**src/rtl/lin_to_log_pipe_pkg.sv**
```systemverilog
// Shared constants and field types for the linear-to-log converter.
// The pipeline's log_val_t depends on EXP_W, so it is declared in the top module from these types.
package lin_to_log_pipe_pkg;

    localparam int unsigned LOG_FRAC_W = 5;
    localparam int unsigned LIN_FRAC_W = 9;
    localparam int unsigned LUT_W      = LOG_FRAC_W + 1;

    typedef logic [LIN_FRAC_W-1:0] lin_frac_t;
    typedef logic [LOG_FRAC_W-1:0] log_frac_t;
    typedef logic [LUT_W-1:0]      lut_out_t;

endpackage

```
**src/rtl/lin_to_log_pipe_if.sv**
```systemverilog
// Valid/ready bus for lin_to_log_pipe: linear words in, log-domain results out.
// The master modport is the surrounding datapath; the slave modport is the converter.
interface lin_to_log_pipe_if
    import lin_to_log_pipe_pkg::*;
#(
    parameter int unsigned WIDTH = 16,
    parameter int unsigned EXP_W = $clog2(WIDTH) + 1
);

    logic             in_valid;
    logic             in_ready;
    logic [WIDTH-1:0] in_data;
    logic             out_valid;
    logic             out_ready;
    logic [EXP_W-1:0] out_int;
    log_frac_t        out_frac;
    logic             out_zero;

    modport master (
        output in_valid, in_data, out_ready,
        input  in_ready, out_valid, out_int, out_frac, out_zero
    );

    modport slave (
        input  in_valid, in_data, out_ready,
        output in_ready, out_valid, out_int, out_frac, out_zero
    );

endinterface

```
**src/rtl/log2_lut_9x5.sv**
```systemverilog
// L(f) = round-half-up(32*log2(1 + f/512)) for a 9-bit mantissa fraction f, result 0..32.
// Ranges are the breakpoints of the 512-entry table, computed offline from that formula.
module log2_lut_9x5
    import lin_to_log_pipe_pkg::*;
(
    input  lin_frac_t i_f,
    output lut_out_t  o_l
);

    always_comb begin
        o_l = '0;
        case (i_f) inside
            [9'd0   : 9'd5  ]: o_l = 6'd0;
            [9'd6   : 9'd16 ]: o_l = 6'd1;
            [9'd17  : 9'd28 ]: o_l = 6'd2;
            [9'd29  : 9'd40 ]: o_l = 6'd3;
            [9'd41  : 9'd52 ]: o_l = 6'd4;
            [9'd53  : 9'd64 ]: o_l = 6'd5;
            [9'd65  : 9'd77 ]: o_l = 6'd6;
            [9'd78  : 9'd90 ]: o_l = 6'd7;
            [9'd91  : 9'd103]: o_l = 6'd8;
            [9'd104 : 9'd116]: o_l = 6'd9;
            [9'd117 : 9'd130]: o_l = 6'd10;
            [9'd131 : 9'd144]: o_l = 6'd11;
            [9'd145 : 9'd159]: o_l = 6'd12;
            [9'd160 : 9'd173]: o_l = 6'd13;
            [9'd174 : 9'd188]: o_l = 6'd14;
            [9'd189 : 9'd204]: o_l = 6'd15;
            [9'd205 : 9'd219]: o_l = 6'd16;
            [9'd220 : 9'd235]: o_l = 6'd17;
            [9'd236 : 9'd252]: o_l = 6'd18;
            [9'd253 : 9'd269]: o_l = 6'd19;
            [9'd270 : 9'd286]: o_l = 6'd20;
            [9'd287 : 9'd303]: o_l = 6'd21;
            [9'd304 : 9'd321]: o_l = 6'd22;
            [9'd322 : 9'd339]: o_l = 6'd23;
            [9'd340 : 9'd358]: o_l = 6'd24;
            [9'd359 : 9'd377]: o_l = 6'd25;
            [9'd378 : 9'd396]: o_l = 6'd26;
            [9'd397 : 9'd416]: o_l = 6'd27;
            [9'd417 : 9'd437]: o_l = 6'd28;
            [9'd438 : 9'd458]: o_l = 6'd29;
            [9'd459 : 9'd479]: o_l = 6'd30;
            [9'd480 : 9'd500]: o_l = 6'd31;
            default:           o_l = 6'd32;
        endcase
    end

endmodule

```
**src/rtl/lin_to_log_pipe.sv**
```systemverilog
// Two-stage linear-to-log converter: leading-one normalize, then log-fraction lookup with carry.
// Build option LIN_TO_LOG_ROUND_EN: round the 9-bit mantissa half-up instead of truncating it.
module lin_to_log_pipe
    import lin_to_log_pipe_pkg::*;
#(
    parameter int unsigned WIDTH = 16,
    parameter int unsigned EXP_W = $clog2(WIDTH) + 1
)
(
    input  logic              clock,
    input  logic              resetn,
    lin_to_log_pipe_if.slave  bus
);

    typedef struct packed {
        logic             zero;
        logic [EXP_W-1:0] ipart;
        log_frac_t        frac;
    } log_val_t;

`ifdef LIN_TO_LOG_ROUND_EN
    localparam int unsigned GW = LIN_FRAC_W + 1;
`else
    localparam int unsigned GW = LIN_FRAC_W;
`endif

    logic             w_s1_load;
    logic             w_s2_load;
    logic [EXP_W-1:0] w_lead;
    logic             w_zero;
    logic [GW-1:0]    w_g;
    lin_frac_t        w_f;
    logic [EXP_W-1:0] w_e;
    lut_out_t         w_l;
    log_val_t         w_s2_next;

    logic             r_s1_valid;
    logic             r_s1_zero;
    logic [EXP_W-1:0] r_s1_e;
    lin_frac_t        r_s1_f;
    logic             r_s2_valid;
    log_val_t         r_s2;

    assign w_s2_load    = !r_s2_valid || bus.out_ready;
    assign w_s1_load    = !r_s1_valid || w_s2_load;
    assign bus.in_ready = w_s1_load;

    always_comb begin
        w_lead = '0;
        for (int unsigned i = 0; i < WIDTH; i++) begin
            if (bus.in_data[i]) w_lead = EXP_W'(i);
        end
    end

    assign w_zero = ~|bus.in_data;

    // After appending GW zeros and shifting right by e, the leading one sits just above
    // the kept bits, so the truncation leaves the left-aligned mantissa (plus round bit).
    assign w_g = GW'({bus.in_data, {GW{1'b0}}} >> w_lead);

`ifdef LIN_TO_LOG_ROUND_EN
    logic [LIN_FRAC_W:0] w_fsum;

    assign w_fsum = {1'b0, w_g[GW-1:1]} + {{LIN_FRAC_W{1'b0}}, w_g[0]};
    assign w_f    = w_fsum[LIN_FRAC_W-1:0];
    assign w_e    = w_lead + EXP_W'(w_fsum[LIN_FRAC_W]);
`else
    assign w_f = w_g;
    assign w_e = w_lead;
`endif

    always_ff @(posedge clock or negedge resetn) begin
        if (!resetn) begin
            r_s1_valid <= 1'b0;
            r_s1_zero  <= 1'b0;
            r_s1_e     <= '0;
            r_s1_f     <= '0;
        end else if (w_s1_load) begin
            r_s1_valid <= bus.in_valid;
            if (bus.in_valid) begin
                r_s1_zero <= w_zero;
                r_s1_e    <= w_e;
                r_s1_f    <= w_f;
            end
        end
    end

    log2_lut_9x5 u_lut (
        .i_f (r_s1_f),
        .o_l (w_l)
    );

    always_comb begin
        w_s2_next.zero  = r_s1_zero;
        w_s2_next.ipart = r_s1_e;
        w_s2_next.frac  = w_l[LOG_FRAC_W-1:0];
        if (w_l[LOG_FRAC_W]) begin
            w_s2_next.ipart = r_s1_e + EXP_W'(1);
            w_s2_next.frac  = '0;
        end
    end

    always_ff @(posedge clock or negedge resetn) begin
        if (!resetn) begin
            r_s2_valid <= 1'b0;
            r_s2       <= '0;
        end else if (w_s2_load) begin
            r_s2_valid <= r_s1_valid;
            if (r_s1_valid) r_s2 <= w_s2_next;
        end
    end

    assign bus.out_valid = r_s2_valid;
    assign bus.out_int   = r_s2.ipart;
    assign bus.out_frac  = r_s2.frac;
    assign bus.out_zero  = r_s2.zero;

endmodule

```
**src/flat_wrapper.sv**
```systemverilog
// flat-port wrapper written by rule: the top's interface ports become plain ports
module lin_to_log_pipe_flat import lin_to_log_pipe_pkg::*;
#(
    parameter int unsigned WIDTH = 16,
    parameter int unsigned EXP_W = $clog2(WIDTH) + 1
)
  (clock, resetn, bus_in_valid, bus_in_data, bus_out_ready, bus_in_ready, bus_out_valid, bus_out_int, bus_out_frac, bus_out_zero);
  lin_to_log_pipe_if #(.WIDTH(WIDTH), .EXP_W(EXP_W)) bus_i ();
  input  logic clock;
  input  logic resetn;
  input wire logic [$bits(bus_i.in_valid)-1:0] bus_in_valid;
  input wire logic [$bits(bus_i.in_data)-1:0] bus_in_data;
  input wire logic [$bits(bus_i.out_ready)-1:0] bus_out_ready;
  output wire logic [$bits(bus_i.in_ready)-1:0] bus_in_ready;
  output wire logic [$bits(bus_i.out_valid)-1:0] bus_out_valid;
  output wire logic [$bits(bus_i.out_int)-1:0] bus_out_int;
  output wire logic [$bits(bus_i.out_frac)-1:0] bus_out_frac;
  output wire logic [$bits(bus_i.out_zero)-1:0] bus_out_zero;
  assign bus_i.in_valid = bus_in_valid;
  assign bus_i.in_data = bus_in_data;
  assign bus_i.out_ready = bus_out_ready;
  assign bus_in_ready = bus_i.in_ready;
  assign bus_out_valid = bus_i.out_valid;
  assign bus_out_int = bus_i.out_int;
  assign bus_out_frac = bus_i.out_frac;
  assign bus_out_zero = bus_i.out_zero;
  lin_to_log_pipe #(.WIDTH(WIDTH), .EXP_W(EXP_W)) u_core (.clock(clock), .resetn(resetn), .bus(bus_i));
endmodule
```
**config.mk**
```make
export PLATFORM = sky130hd
export DESIGN_NAME = lin_to_log_pipe_flat
export DESIGN_NICKNAME = d
export VERILOG_FILES = /design/src/rtl/lin_to_log_pipe_pkg.sv /design/src/rtl/lin_to_log_pipe_if.sv /design/src/rtl/log2_lut_9x5.sv /design/src/rtl/lin_to_log_pipe.sv /design/src/flat_wrapper.sv
export SDC_FILE = /design/constraint.sdc
export NUM_CORES = 1
export LEC_CHECK = 0
export ABC_CLOCK_PERIOD_IN_PS = 6400
export CAP_MARGIN = 30
export CELL_PAD_IN_SITES_DETAIL_PLACEMENT = 1
export CELL_PAD_IN_SITES_GLOBAL_PLACEMENT = 2
export CORE_MARGIN = 2
export CORE_UTILIZATION = 35
export DETAILED_ROUTE_END_ITERATION = 10
export PLACE_DENSITY = 0.87
export SYNTH_ARGS = -nofsm -noshare
export SYNTH_HDL_FRONTEND = slang
export SYNTH_SLANG_ARGS = --single-unit
```
**constraint.sdc**
```tcl
create_clock -name clock -period 6.4 [get_ports clock]
set_clock_uncertainty 0.15 [all_clocks]
set_input_delay 1.28 -clock clock [delete_from_list [all_inputs] [get_ports clock]]
set_output_delay 1.28 -clock clock [all_outputs]
set_load 0.01 [all_outputs]
```
==> metrics.md <==
| Metric | Value |
|---|---|
| Final hold vios | `0` |
| Period utilisation layout | `0.613` |
| Number of flops mapped to enable cells by yosys | `0` |
| Root Driver | `clkbuf_8` |
| RSZ-0062 raised after global routing | `no` |
| PortBufs | `32` |
| Total grt overflow | `0` |
| Synth Area in Adders | `0.00457` |
| 1st-iter DRT viols | `150` |
| I/O pin count | `33` |
| Full die area | `about 8600 sq um` |
| Count of cell types in the netlist | `between 70 and 80` |
| Flops & latches, synth | `27` |
| Pint | `0.000383 W` |
| # DRC | `0` |
| Worst Path Required | `~5.0 ns` |
| CTS buffer count | `3` |
| Gate Count Post-Synth | `around 370` |
| 1st-pass router iterations | `4` |
| Filler cells | `between 900 and 1000` |
| H-tree levels | `1` |
| Synth Area in Compound Gates | `0.363` |
| Multi-input logic area | `around 1900 sq um` |
| Critical Path Sink Type | `primary output` |
| Slew Limit Fails | `0` |
| Worst hold slack | `0.338 ns` |
| Setup-failing EPs final | `0` |
| Total Routed Length | `slightly below 9000 um` |
| Leak | `between 1 and 1.5 nW` |
| Register area | `between 600 and 700 sq um` |
| Max-slew headroom | `0.390` |
| Pwr Total | `between 0.0006 and 0.0007 W` |
| Flop pwr share | `0.390` |
| Outcome | `completed` |
| PD cells | `around 210 nW/um^2` |
| Mapped Nets | `about 400` |
| Initial Util | `0.358` |
| Hold buffer count at cts | `0` |
| Die Y | `between 90 and 100 um` |
| Largest family of logic cells by synthesized area | `compound AO/OA/AOI/OAI gates` |
| Drt wl/cell | `approximately 18 um` |
| Vias in the first global route | `2904` |
| Area grow syn2layout | `14.1%` |
| FP Rows | `32` |
| Hold crit path type | `reg2reg` |
| Crit path kind | `in2out` |
| Cts repair resizes | `0` |
| Actual slew at the worst max-slew pin | `0.916 ns` |
| F_max | `0.255 GHz` |
| Commonest non-fill, non-tap cell in the layout | `nand2_1` |
| Xor/xnor share of the synthesized area | `0.00959` |
| Initial antenna violation count | `0` |
| Vias/cell | `just over 6` |
| Prevailing post-synth register cell | `dfrtp_1` |
| CP arrival | `2.49 ns` |
| Chip Width | `92.5 um` |
| Setup bufs post-CTS | `0` |
| Register area share after synthesis | `0.247` |
| Core Area | `around 7600 sq um` |
| Crit-path max FO | `4` |
| Max clock buf depth | `2` |
| Skew-Pair Late Insertion Delay | `around 0.27 ns` |
| DP HPWL | `between 6000 and 7000 um` |
| Reg clk slew, reported paths | `~0.10 ns` |
| VDD IR max | `roughly 0.064 mV` |
| Antenna cells | `0` |
| Logic pwr share | `0.461` |
| Sw Share | `0.427` |
| Clock power frac | `0.150` |
| Mapped Avg Cell Area | `around 7.4 sq um` |
| Ys async rst share | `1.00` |
| Max Cap Viol | `0` |
| Setup WS pre-CTS | `between 2 and 2.5 ns` |
| DRT antenna net count | `0` |
| CTS sink count | `27` |
| First-pass GRT wire length | `~15000 um` |
| Largest net degree at the start of global routing | `31` |
| Most frequent cells in the layout | `46 x nand2_1, 43 x nor2_1, 32 x clkdlybuf4s50_1` |
| Post-synthesis mux area share | `0.0274` |
| CP Launch Type | `input pin` |
| DR vias | `slightly below 3000` |
| Fin nets | `about 400` |
| Mapped Area | `between 2000 and 3000 sq um` |
| Setup TNS | `0 ns` |
| Post-route minimum period | `3.92 ns` |
| Share of layout cells above drive strength 1 | `0.0630` |
| GRT Overall Usage | `0.215` |
| Syn. warnings | `0` |
| Setup ws final | `2.48 ns` |
| Simple-gate share of the synthesized area | `0.284` |
| Final RePlAce weighted congestion | `0.871` |
| TritonCTS clock tree | `done` |
| Psw | `around 0.00029 W` |
## critical path, cell delays in order
cell and delay [ns]:
clkdlybuf4s50_1 0.47, nand3b_1 0.17, clkdlybuf4s50_1 0.57
## cell families (layout without fill, tap and decap cells)
kind of cell             after synthesis  in the layout
AND/OR/NAND/NOR                      162            162
AO/OA/AOI/OAI                        130            130
buffers and inverters                 41             51
flip-flops                            27             27
multiplexers                           7              7
XOR/XNOR                               3              3
adder cells (fa/ha/maj)                1              1
## routing by layer
layer | global-route usage | wire length (um) | vias to the layer above
met5 | 0 | 0 | -
met4 | 0.0435 | 106 | 0
met3 | 0.0236 | 258 | 10
met2 | 0.356 | 4180 | 60
met1 | 0.302 | 4370 | 1434
li1 | - | - | 1425
## flip-flops by register name (all words and copies together), names as in the netlist
name / count
u_core.r_s1_f: 9
u_core.bus.out_frac: 5
u_core.bus.out_int: 5
u_core.r_s1_e: 4
u_core.bus.out_valid: 1
u_core.bus.out_zero: 1
u_core.r_s1_valid: 1
u_core.r_s1_zero: 1
## stage by stage
stage | instance area, sq um | std cells | util
final | 3130 | 483 | 0.409
after global routing | 3130 | 483 | 0.409
after CTS | 3130 | 483 | 0.409
after detailed placement | 3080 | 479 | 0.402
after global placement | 3080 | 479 | 0.402
after floorplan | 2740 | 371 | -
## power groups by stage
stage	logic [W]	clock network [W]	registers [W]
after detailed placement	0.000306	0	0.000264
after floorplan	0.000217	0	0.000235
after global placement	0.000304	0	0.000263
after CTS	0.000307	0.000103	0.000261
after global routing	0.000342	0.000112	0.000269
final	0.000308	0.000100	0.000260
## area by class of cell
cell class	count	area share
multi-input combinational	303	0.603
tap	102	0.0408
clock inverter	1	0.00240
sequential	27	0.216
clock buffer	3	0.0132
inverter	13	0.0172
timing repair buffer	34	0.107
## path summary, 6_finish.rpt
| kind | startpoint | endpoint | slack [ns] | cells past startpoint |
|---|---|---|---|---|
| worst min register to register | u_core.bus.out_int[3]$_DFFE_PN0P_ | u_core.bus.out_int[3]$_DFFE_PN0P_ | 0.34 | 2 |
| worst max register to register | u_core.r_s1_f[4]$_DFFE_PN0P_ | u_core.bus.out_frac[4]$_DFFE_PN0P_ | 3.56 | 7 |
| min in group asynchronous | resetn | u_core.bus.out_int[3]$_DFFE_PN0P_ | 1.22 | 2 |
| worst max-delay path | bus_out_ready | bus_in_ready | 2.48 | 3 |
| max in group asynchronous | resetn | u_core.bus.out_frac[4]$_DFFE_PN0P_ | 4.61 | 2 |
| worst min-delay path | u_core.bus.out_int[3]$_DFFE_PN0P_ | u_core.bus.out_int[3]$_DFFE_PN0P_ | 0.34 | 2 |
## synthesized netlist by cell type (all sizes together) (5+ instances only)
| cell | instances | area share |
|---|---|---|
| dfrtp | 27 | 0.25 |
| nor2b | 5 | 0.011 |
| nor2 | 44 | 0.063 |
| nand4 | 6 | 0.014 |
| nand2b | 9 | 0.021 |
| and3 | 5 | 0.011 |
| a21oi | 22 | 0.044 |
| o211ai | 10 | 0.027 |
| nor4 | 9 | 0.021 |
| a211oi | 8 | 0.026 |
| nand3 | 9 | 0.016 |
| nor3 | 13 | 0.024 |
| a31oi | 10 | 0.028 |
| clkbuf | 19 | 0.026 |
| inv | 12 | 0.016 |
| o21ai | 22 | 0.044 |
| buf | 9 | 0.020 |
| nand2 | 46 | 0.063 |
No activity file was read; power rests on OpenSTA's default activity.
